File: src/rtl/stopwatch_core_bcd.sv
// stopwatch_core_bcd: N-digit BCD up/down stopwatch with preset load, run/pause/done FSM
// and a multiplexed 7-segment scanner driven by external tick strobes.
module stopwatch_core_bcd #(
  parameter int DIGITS      = 4,
  parameter int LOAD_DIGITS = 2,
  parameter int DP_POS      = 2
) (
  input  logic                     c_clk,
  input  logic                     R,
  input  logic                     clr,
  input  logic                     P,
  input  logic                     cnt_tick,
  input  logic                     scan_tick,
  input  logic [1:0]               sel,
  input  logic [4*LOAD_DIGITS-1:0] load,
  output logic [4*DIGITS-1:0]      count,
  output logic [1:0]               state,
  output logic                     done,
  output logic [DIGITS-1:0]        an,
  output logic [6:0]               sseg,
  output logic                     dp
);
  localparam logic [1:0] S_IDLE  = 2'b00;
  localparam logic [1:0] S_RUN   = 2'b01;
  localparam logic [1:0] S_PAUSE = 2'b10;
  localparam logic [1:0] S_DONE  = 2'b11;
  localparam int IW = DIGITS > 1 ? $clog2(DIGITS) : 1;

  logic [4*DIGITS-1:0] r_count;
  logic [1:0]          r_state;
  logic                r_down;
  logic [IW-1:0]       r_idx;
  logic [4*DIGITS-1:0] w_preset;
  logic [4*DIGITS-1:0] w_next;
  logic [DIGITS-1:0]   w_cy;
  logic [DIGITS-1:0]   w_dt;
  logic                w_at_term;
  logic [3:0]          w_digit;

  assign w_cy[0] = 1'b1;

  // Per-digit preset, BCD ripple step and terminal match; w_cy is carry (up) or borrow (down).
  genvar i;
  for (i = 0; i < DIGITS; i++) begin : g_dig
    logic [3:0] w_ld;
    logic [3:0] w_nib;
    if (i >= DIGITS - LOAD_DIGITS) begin : g_ld
      assign w_ld = load[4*(i-DIGITS+LOAD_DIGITS) +: 4] > 4'd9 ? 4'd9 : load[4*(i-DIGITS+LOAD_DIGITS) +: 4];
    end else begin : g_nl
      assign w_ld = 4'd0;
    end
    assign w_nib = r_count[4*i +: 4];
    assign w_preset[4*i +: 4] = sel == 2'd0 ? 4'd0 : sel == 2'd2 ? 4'd9 : w_ld;
    assign w_dt[i] = w_nib == (r_down ? 4'd0 : 4'd9);
    assign w_next[4*i +: 4] = !w_cy[i] ? w_nib :
                              r_down ? (w_nib == 4'd0 ? 4'd9 : w_nib - 4'd1) :
                                       (w_nib == 4'd9 ? 4'd0 : w_nib + 4'd1);
    if (i < DIGITS - 1) begin : g_cy
      assign w_cy[i+1] = w_cy[i] & w_dt[i];
    end
  end

  assign w_at_term = &w_dt;

  always_ff @(posedge c_clk or posedge R) begin
    if (R) begin
      r_state <= S_IDLE;
      r_count <= '0;
      r_down  <= 1'b0;
    end else if (clr) begin
      r_state <= S_IDLE;
      r_count <= w_preset;
    end else if (r_state == S_IDLE) begin
      r_count <= w_preset;
      if (P) begin
        r_down  <= sel[1];
        r_state <= S_RUN;
      end
    end else if (r_state == S_RUN) begin
      if (w_at_term) begin
        r_state <= S_DONE;
      end else begin
        if (cnt_tick) r_count <= w_next;
        if (P) r_state <= S_PAUSE;
      end
    end else if (r_state == S_PAUSE) begin
      if (P) r_state <= S_RUN;
    end
  end

  always_ff @(posedge c_clk or posedge R) begin
    if (R) r_idx <= '0;
    else if (scan_tick) r_idx <= r_idx == IW'(DIGITS - 1) ? '0 : r_idx + 1'b1;
  end

  assign w_digit = 4'(r_count >> {r_idx, 2'b00});
  assign count   = r_count;
  assign state   = r_state;
  assign done    = r_state == S_DONE;
  assign an      = DIGITS'(1) << r_idx;
  assign dp      = !(r_idx == IW'(DP_POS));

  always_comb begin
    case (w_digit)
      4'h0: sseg = 7'b0000001;
      4'h1: sseg = 7'b1001111;
      4'h2: sseg = 7'b0010010;
      4'h3: sseg = 7'b0000110;
      4'h4: sseg = 7'b1001100;
      4'h5: sseg = 7'b0100100;
      4'h6: sseg = 7'b0100000;
      4'h7: sseg = 7'b0001111;
      4'h8: sseg = 7'b0000000;
      4'h9: sseg = 7'b0000100;
      4'hA: sseg = 7'b0001000;
      4'hB: sseg = 7'b1100000;
      4'hC: sseg = 7'b0110001;
      4'hD: sseg = 7'b1000010;
      4'hE: sseg = 7'b0110000;
      default: sseg = 7'b0111000;
    endcase
  end
endmodule

File: config.mk
export PLATFORM = sky130hd
export DESIGN_NAME = stopwatch_core_bcd
export DESIGN_NICKNAME = d
export VERILOG_FILES = /design/src/rtl/stopwatch_core_bcd.sv
export SDC_FILE = /design/constraint.sdc
export NUM_CORES = 1
export LEC_CHECK = 0
export ABC_CLOCK_PERIOD_IN_PS = 3400
export CAP_MARGIN = 10
export CORE_AREA = 2 2 74 93
export CTS_CLUSTER_SIZE = 25
export DETAILED_ROUTE_END_ITERATION = 8
export DIE_AREA = 0 0 76 95
export PLACE_DENSITY = 0.71
export SLEW_MARGIN = 15
export SYNTH_ARGS = -nofsm -noshare
export SYNTH_HDL_FRONTEND = slang
export SYNTH_SLANG_ARGS = --single-unit
File: constraint.sdc
create_clock -name c_clk -period 3.4 [get_ports c_clk]
set_clock_uncertainty 0.05 [all_clocks]
set_input_delay 0.85 -clock c_clk [delete_from_list [all_inputs] [get_ports c_clk]]
set_output_delay 0.85 -clock c_clk [all_outputs]
set_load 0.02 [all_outputs]
==> results of run 1 <==
## placed cells by master (no fill, tap or decap), types with 2 or more instances in the layout
cell,synthesis,layout
a211oi_4,2,2
and2_1,4,4
mux4_2,4,4
nor2_1,17,17
nor3b_1,3,3
nand2_1,27,27
ha_1,19,19
mux2i_1,8,8
nand2b_1,6,6
a221oi_1,3,3
clkdlybuf4s50_1,0,39
clkbuf_8,0,3
dlymetal6s2s_1,0,4
a31oi_1,4,4
buf_4,2,24
dlygate4sd2_1,0,3
nand3b_1,7,7
o221ai_1,2,2
o21a_1,4,4
o211ai_1,6,6
o21ai_1,4,4
inv_1,17,17
a22oi_1,2,2
o22ai_1,3,3
and4_1,2,2
nor3_1,5,5
nand3_1,6,6
xor2_1,3,3
nor2b_1,8,7
or2_2,3,3
a211oi_1,4,4
a21oi_1,10,10
o2111ai_1,4,4
o21ai_0,23,23
or3_1,2,2
mux2_2,2,2
dfrtp_1,21,20
xnor2_1,6,6
## stage by stage
stage	util (%)	hold WS (ns)	setup WS [ns]	std cells
after floorplan	-	0.6218	0.3318	289
after global routing	48.13	0.6958	0.0004436	428
after CTS	47.33	0.6503	0.004790	425
after detailed placement	46.49	0.6320	0.08294	420
final	48.13	0.6394	0.07431	428
after global placement	46.49	0.6169	0.1659	420
## worst paths after layout
| kind | to | slack, ns | from | cells past startpoint |
|---|---|---|---|---|
| min in group asynchronous | r_idx[0] | 1.01 | R | 2 |
| worst max register to register | count[10] | 0.88 | r_down | 7 |
| worst min-delay path | state[1] | 0.64 | state[1] | 3 |
| worst max-delay path | sseg[2] | 0.07 | r_idx[1] | 6 |
| max in group asynchronous | r_idx[1] | 1.73 | R | 2 |
| worst min register to register | state[1] | 0.64 | state[1] | 3 |
## kinds of logic after synthesis
group	count (synthesis)	share of synthesized area, %
AND/OR/NAND/NOR	99	22.72
flip-flops	21	22.40
multiplexers	15	8.853
XOR/XNOR	9	3.360
AO/OA/AOI/OAI	85	25.49
adder cells (fa/ha/maj)	19	10.13
buffers and inverters	41	7.039
## final cells by class
class	instances	area [sq um]
clock buffer	3	41.29
clock inverter	1	5.005
fill	616	3319
inverter	18	67.56
multi-input combinational	228	1684
sequential	21	526.8
tap	87	108.9
timing repair buffer	70	646.9
## repair_timing
action,4_1_cts,5_1_grt
endpoints found under the setup margin,7,5
pin swaps,0,0
buffers inserted,1,2
gates resized for setup,5,4
cloned,0,1
## registers in the layout, summed over array words and instances (netlist names)
signal,flops
count,16
r_down,1
r_idx,2
state,2
## routing by layer
layer | GRT usage, % | up-vias | share of wire (%)
met5 | 0 | - | 0
met4 | 6.515 | 0 | 2.1
met3 | 1.434 | 11 | 2.0
met2 | 33.04 | 35 | 52
met1 | 18.96 | 1100 | 44
li1 | - | 1153 | -
## where the power goes
| part | internal, W | switching [W] |
|---|---|---|
| sequential | 0.000298 | 0.0000562 |
| clock | 0.0000818 | 0.0000843 |
| combinational | 0.000611 | 0.000720 |
## worst min-delay path, stage by stage (launching register included)
cell	delay, ns
dfrtp_1	0.38
inv_1	0.10
o2111ai_1	0.09
o211ai_1	0.08
==> flow_summary_export.csv, run 1 <==
group,metric,value,unit
status,status,"finished clean",
setup_path,cpPeakStageDelay,0.56,ns
die,die_h,95,um
clock_tree,clk_pin_slew,0.08,ns
cells_and_area,num-nets-final,377,
clock_tree,cts_hold_buf,0,
synthesis,synth_seq_cells,21,
synthesis,synth_top_area_cell,"dfrtp_1",
route,vias,2299,
setup_path,worst-path-buf-inv,3,
timing,tns,0,ns
power_and_ir_drop,vdd_drop_max,342.6,uV
setup_path,cp_cell_sequence,"buf_4 > mux4_2 > buf_4 > mux2_2 > o21ai_0 > dlygate4sd2_1",
route,drtIter0Drc,100,
clock_tree,cts.sinks,21,
setup_path,cp-end-kind,"output port",
route,wire_per_inst,14.46,um
placement,place_hpwl,4569,um
global_route,grt_pass1_vias,2175,
timing,hold_viol,0,
timing,fmax,0.3007,GHz
power_and_ir_drop,leakage,1.266,nW
setup_path,critPathKind,"flop to output port",
synthesis,yosysSeqAreaShare,22.40,%
synthesis,yosysMostFrequentCell,"nand2_1",
synthesis,synth.distinct_cells,62,
min_path,hp-class,"flop to flop",
cells_and_area,n_antenna_cell,0,
timing,finalMaxSlewViolations,0,
synthesis,synth_commonest_cells,"nand2_1, o21ai_0, dfrtp_1, ha_1",
route,via_per_inst,5.371,
setup_path,path_max_fanout,6,
die,core,6400,sq um
cells_and_area,fin_area,3080,sq um
global_route,antenna_found_initial,0,
clock_tree,clock_path_buffers,2,
timing,fin_crit_sh,97.81,%
synthesis,synthTopCellsByArea,"dfrtp_1, ha_1, o21ai_0",
route,routed_wl,6191,um
placement,place_area,2975,sq um
setup_path,worst_ep_required_time,2.50,ns
die,dieArea,7220,sq um
power_and_ir_drop,p_total,0.001851,W
setup_path,crit_slowest_cell,"mux4_2",
clock_tree,numCtsBuffers,3,
clock_tree,cts_root_buf,"clkbuf_8",
setup_path,cp_common_cell,"buf_4",
die,die_w,76,um
synthesis,syn-num-nets,324,
synthesis,async_reset_ff_share,100.0,%
timing,setup_viol_count_final,0,
global_route,grt.total_usage,16.85,%
clock_tree,cts_tree,"built",
timing,worst-slew-pin-transition,0.8209,ns
synthesis,avgSynthCellArea,8.118,sq um
synthesis,synth_top_area_share,22.40,%
die,start_util,36.66,%
timing,rsz0062_at_grt,"no",
placement,place_congestion,0.8510,
synthesis,ys.flop_type,"dfrtp_1",
job,maxCapViolCount,0,
global_route,overflow,0,
global_route,grt_pass1_wl,9991,um
setup_path,start_kind,"flop",
timing,layout_min_cycle_time,3.326,ns
route,ant_nets,0,
route,drt-pass1-iter-count,4,
synthesis,yosys_warnings,0,
timing,relSlewSlack,45.21,%
synthesis,synth_area,2346,sq um
route,drcViolationCount,0,
die,pin_count,47,
cells_and_area,syn_to_final_growth,31.31,%
placement,port_buffers,46,
setup_path,cp_data_arrival_time,2.43,ns
power_and_ir_drop,power_density,600.8,nW/um^2
cells_and_area,drive_gt1_share,13.78,%
synthesis,syn_inst,289,
die,row_count,33,
clock_tree,clk_latency,0.26,ns
clock_tree,htree_levels,1,
global_route,grt_max_degree,36,
synthesis,synth_edf_count,0,
setup_path,critical-path-top-delay-family,"multiplexers",
Power figures use the tool's default switching activity.
==> inputs of run 2 (changes only) <==
--- a/config.mk
+++ b/config.mk
@@ -12,7 +12,9 @@
 export DETAILED_ROUTE_END_ITERATION = 8
 export DIE_AREA = 0 0 76 95
 export PLACE_DENSITY = 0.71
+export SETUP_SLACK_MARGIN = 0.02
 export SLEW_MARGIN = 15
 export SYNTH_ARGS = -nofsm -noshare
 export SYNTH_HDL_FRONTEND = slang
 export SYNTH_SLANG_ARGS = --single-unit
+export TNS_END_PERCENT = 50
==> constraint.sdc (replaced) <==
create_clock -name c_clk -period 3.4 [get_ports c_clk]
set_clock_uncertainty 0.05 [all_clocks]
set_input_delay 0.85 -clock c_clk [delete_from_list [all_inputs] [get_ports c_clk]]
set_output_delay 0.85 -clock c_clk [all_outputs]
set_load 0.05 [all_outputs]
==> flow_summary_export.csv, run 2 (synthesis gave the netlist of run 1 again) <==
group,metric,value,unit
setup_path,worst-path-buf-inv,2,
timing,relSlewSlack,42.89,%
cells_and_area,n_antenna_cell,0,
timing,rsz0062_at_grt,"no",
die,start_util,36.66,%
cells_and_area,largest_reg_flops,16,
die,dieArea,7220,sq um
cells_and_area,final_cell_mix,"clkdlybuf4s50_1, nand2_1, o21ai_0, dfrtp_1, ha_1",
setup_path,worst_ep_required_time,2.50,ns
setup_path,cp-end-kind,"output port",
power_and_ir_drop,power_density,719.8,nW/um^2
global_route,overflow,0,
clock_tree,cts_root_buf,"clkbuf_8",
die,die_h,95,um
timing,tns,0,ns
placement,place_ws,0.3608,ns
clock_tree,cts_tree,"built",
route,drcViolationCount,0,
timing,fmax,0.3084,GHz
route,vias,2262,
route,drt-pass1-iter-count,4,
clock_tree,cts_hold_buf,0,
cells_and_area,n_fill_cell,630,
clock_tree,clk_pin_slew,0.08,ns
timing,worst-slew-pin-transition,0.8557,ns
clock_tree,clk_latency,0.27,ns
die,row_count,33,
global_route,antenna_found_initial,0,
setup_path,cp_data_arrival_time,2.34,ns
cells_and_area,fin_area,3025,sq um
clock_tree,cts_resized,0,
route,drtIter0Drc,123,
clock_tree,numCtsBuffers,3,
timing,hold_viol,0,
setup_path,cp_cell_sequence,"mux4_2 > inv_1 > ha_1 > nor2_1 > a21oi_1 > nor2_1 > a31oi_2 > buf_12",
setup_path,start_kind,"flop",
timing,finalMaxSlewViolations,0,
die,pin_count,47,
timing,layout_min_cycle_time,3.243,ns
die,core,6400,sq um
route,via_per_inst,5.424,
placement,place_area,2978,sq um
timing,setup_viol_count_final,0,
cells_and_area,final_core_util,47.27,%
min_path,hp-class,"flop to flop",
global_route,grt_pass1_wl,9929,um
global_route,grt.total_usage,16.84,%
placement,place_hpwl,4633,um
route,ant_nets,0,
setup_path,critPathKind,"flop to output port",
clock_tree,post-cts-setup-buffer-count,0,
clock_tree,cts.sinks,21,
job,maxCapViolCount,0,
power_and_ir_drop,leakage,1.172,nW
status,status,"finished clean",
setup_path,cpPeakStageDelay,0.59,ns
timing,whs,0.6558,ns
cells_and_area,num-nets-final,366,
timing,setup_ws,0.1572,ns
route,wire_per_inst,14.30,um
cells_and_area,final_common_cell,"clkdlybuf4s50_1",
global_route,grt_pass1_vias,2073,
clock_tree,clock_path_buffers,2,
setup_path,critical-path-top-delay-family,"multiplexers",
cells_and_area,drive_gt1_share,13.64,%
route,routed_wl,5962,um
setup_path,cp_common_cell,"nor2_1",
clock_tree,htree_levels,1,
placement,port_buffers,46,
setup_path,path_max_fanout,7,
power_and_ir_drop,vdd_drop_max,366.5,uV
placement,place_congestion,0.8104,
die,die_w,76,um
timing,fin_crit_sh,95.38,%
cells_and_area,syn_to_final_growth,28.96,%
setup_path,crit_slowest_cell,"mux4_2",
global_route,grt_max_degree,36,
## run 2: worst paths after layout
check	startpoint	to	slack [ns]	depth (start not counted)
worst max-delay path	r_idx[1]	sseg[3]	0.16	8
worst min-delay path	state[1]	state[1]	0.66	2
worst max register to register	r_down	count[11]	0.89	7
worst min register to register	state[1]	state[1]	0.66	2
max in group asynchronous	R	r_idx[1]	1.71	2
min in group asynchronous	R	r_idx[1]	1.01	2
## run 2: report_power, final
| group | total, W | internal [W] | switching, W |
|---|---|---|---|
| Sequential | 0.000380 | 0.000297 | 0.0000822 |
| Clock | 0.000174 | 0.0000820 | 0.0000920 |
| Combinational | 0.00162 | 0.000662 | 0.000962 |
## run 2: final cells by class
| class | instances | area, sq um | area share (%) |
|---|---|---|---|
| inverters | 18 | 67.56 | 2.233 |
| multi-input cells | 227 | 1665 | 55.05 |
| repair buffers | 60 | 610.6 | 20.18 |
| clock inverters | 1 | 5.005 | 0.1654 |
| flip-flops and latches | 21 | 526.8 | 17.41 |
| clock buffers | 3 | 41.29 | 1.365 |
| well taps | 87 | 108.9 | 3.598 |
## run 2: worst min-delay path, delay by kind of cell, from the launching register on
| kind | cells | cell delay (ns) |
|---|---|---|
| buffers and inverters | 1 | 0.11 |
| AOI/OAI and AO/OA | 1 | 0.18 |
| DFF | 1 | 0.38 |
## run 2: through the flow
step | instances | power [W]
floorplan | 289 | 0.001497
global placement | 413 | 0.001989
detailed placement | 413 | 0.002015
CTS | 417 | 0.002190
global route | 417 | 0.002324
finish | 417 | 0.002178
## run 2: layer usage
layer | track usage, % | vias to the layer above | routed length, um
met5 | 0 | - | 0
met4 | 4.545 | 0 | 59
met3 | 1.434 | 4 | 155
met2 | 32.51 | 40 | 3197
met1 | 20.08 | 1092 | 2550
li1 | - | 1126 | -
==> inputs of run 3 (changes only) <==
--- a/config.mk
+++ b/config.mk
@@ -8,6 +8,7 @@
 export ABC_CLOCK_PERIOD_IN_PS = 3400
 export CAP_MARGIN = 10
 export CORE_AREA = 2 2 74 93
+export CTS_BUF_LIST = sky130_fd_sc_hd__clkbuf_16
 export CTS_CLUSTER_SIZE = 25
 export DETAILED_ROUTE_END_ITERATION = 8
 export DIE_AREA = 0 0 76 95
==> flow_summary_export.csv, run 3 (synthesis gave the netlist of run 1 again) <==
group,metric,value,unit
status,status,"finished clean",
power_and_ir_drop,p_seq_share,16.9,%
clock_tree,clk_latency,0.26,ns
cells_and_area,largest_reg_flops,16,
die,core,6400,sq um
power_and_ir_drop,leakage,1.187,nW
route,drt-pass1-iter-count,4,
setup_path,cp-end-kind,"output port",
timing,whs,0.6508,ns
clock_tree,cts.sinks,21,
route,via_per_inst,5.444,
setup_path,start_kind,"flop",
die,die_w,76,um
placement,port_buffers,46,
timing,worst-slew-pin-transition,0.8605,ns
global_route,overflow,0,
global_route,grt_max_degree,36,
timing,rsz0062_at_grt,"no",
power_and_ir_drop,clockPowerShare,11.3,%
global_route,grt_pass1_wl,9970,um
timing,relSlewSlack,42.57,%
global_route,antenna_found_initial,0,
min_path,hp-class,"flop to flop",
die,row_count,33,
timing,layout_min_cycle_time,3.227,ns
route,drtIter0Drc,123,
cells_and_area,drive_gt1_share,13.64,%
power_and_ir_drop,power_density,739.5,nW/um^2
setup_path,path_max_fanout,7,
power_and_ir_drop,p_comb_share,71.8,%
cells_and_area,finalNonFillerCells,417,
timing,hold_viol,0,
global_route,grt.total_usage,17.02,%
route,wire_per_inst,14.42,um
clock_tree,cts_tree,"built",
cells_and_area,n_antenna_cell,0,
power_and_ir_drop,p_int,0.001118,W
power_and_ir_drop,netSwitchingFraction,50.58,%
die,start_util,36.66,%
clock_tree,post-cts-setup-buffer-count,0,
die,dieArea,7220,sq um
timing,setup_viol_count_final,0,
route,ant_nets,0,
die,die_h,95,um
clock_tree,numCtsBuffers,3,
route,routed_wl,6014,um
global_route,grt_pass1_vias,2084,
cells_and_area,final_common_cell,"clkdlybuf4s50_1",
clock_tree,clk_pin_slew,0.06,ns
setup_path,worst_ep_required_time,2.50,ns
route,vias,2270,
placement,dpl.cell_count,413,
cells_and_area,final_cell_mix,"clkdlybuf4s50_1, nand2_1, o21ai_0, dfrtp_1, ha_1",
clock_tree,cts_root_buf,"clkbuf_16",
timing,fin_crit_sh,94.90,%
placement,place_congestion,0.8104,
setup_path,critPathKind,"flop to output port",
timing,fmax,0.3099,GHz
power_and_ir_drop,vdd_drop_max,373.4,uV
route,drcViolationCount,0,
clock_tree,clock_path_buffers,2,
timing,finalMaxSlewViolations,0,
placement,place_hpwl,4633,um
setup_path,cp_data_arrival_time,2.33,ns
die,pin_count,47,
cells_and_area,num-nets-final,366,
clock_tree,htree_levels,1,
power_and_ir_drop,power_switching,0.001144,W
cells_and_area,syn_to_final_growth,30.40,%
job,maxCapViolCount,0,
run 3: cell counts in the layout (fill, tap and decap cells not counted):
No cell type changed its count.
run 3: path summary, 6_finish.rpt:
path	cells past startpoint	start	slack [ns]	to
hold / removal	2	state[1]	0.65	state[1]
min in group asynchronous	2	R	1.03	r_idx[1]
setup reg to reg	7	r_down	0.90	count[11]
setup / recovery	8	r_idx[1]	0.17	sseg[3]
hold reg to reg	2	state[1]	0.65	state[1]
max in group asynchronous	2	R	1.69	r_idx[1]
run 3: metrics by stage:
stage | area [sq um] | util (%) | total power, W | TNS [ns] | setup slack, ns
after floorplan | 2356 | - | 0.001497 | -0.08571 | -0.05172
after global placement | 2978 | 46.53 | 0.001989 | 0 | 0.4195
after detailed placement | 2978 | 46.53 | 0.002015 | 0 | 0.3608
after global routing | 3059 | 47.80 | 0.002408 | 0 | 0.07837
after CTS | 3058 | 47.78 | 0.002275 | 0 | 0.08148
final | 3059 | 47.80 | 0.002262 | 0 | 0.1735
run 3: routing by layer:
layer	vias up	track usage [%]	part of all wire [%]	wire, um
met5	-	0	0	0
met3	4	1.434	2.9	174
met4	0	5.455	1.3	79
met1	1095	20.08	41	2489
li1	1128	-	-	-
met2	43	32.74	54	3271
run 3: final cells by class:
class                   instances  area (sq um)
inverters                      18         67.56
repair buffers                 60         610.6
clock inverters                 1         5.005
well taps                      87         108.9
fillers                       628          3341
multi-input cells             227          1665
clock buffers                   3         75.07
flip-flops and latches         21         526.8
run 3: power groups by stage:
stage	Sequential [W]	Combinational [W]	Clock (W)
3_3_place_gp	0.000381	0.00161	0
3_5_place_dp	0.000385	0.00163	0
5_1_grt	0.000394	0.00174	0.000274
4_1_cts	0.000381	0.00163	0.000261
2_1_floorplan	0.000470	0.00103	0
6_report	0.000382	0.00162	0.000256
run 3: worst max-delay path, stage by stage (launching register included):
cell and delay (ns):
dfrtp_2 0.47, mux4_2 0.59, inv_1 0.14, ha_1 0.26, nor2_1 0.07, a21oi_1 0.11, nor2_1 0.06, a31oi_2 0.20
buf_12 0.16
run 3: repair_timing:
action	in CTS	in global routing
hold endpoints to repair	0	0
hold buffers	0	0
resized for setup	0	1
setup endpoints to repair	0	1
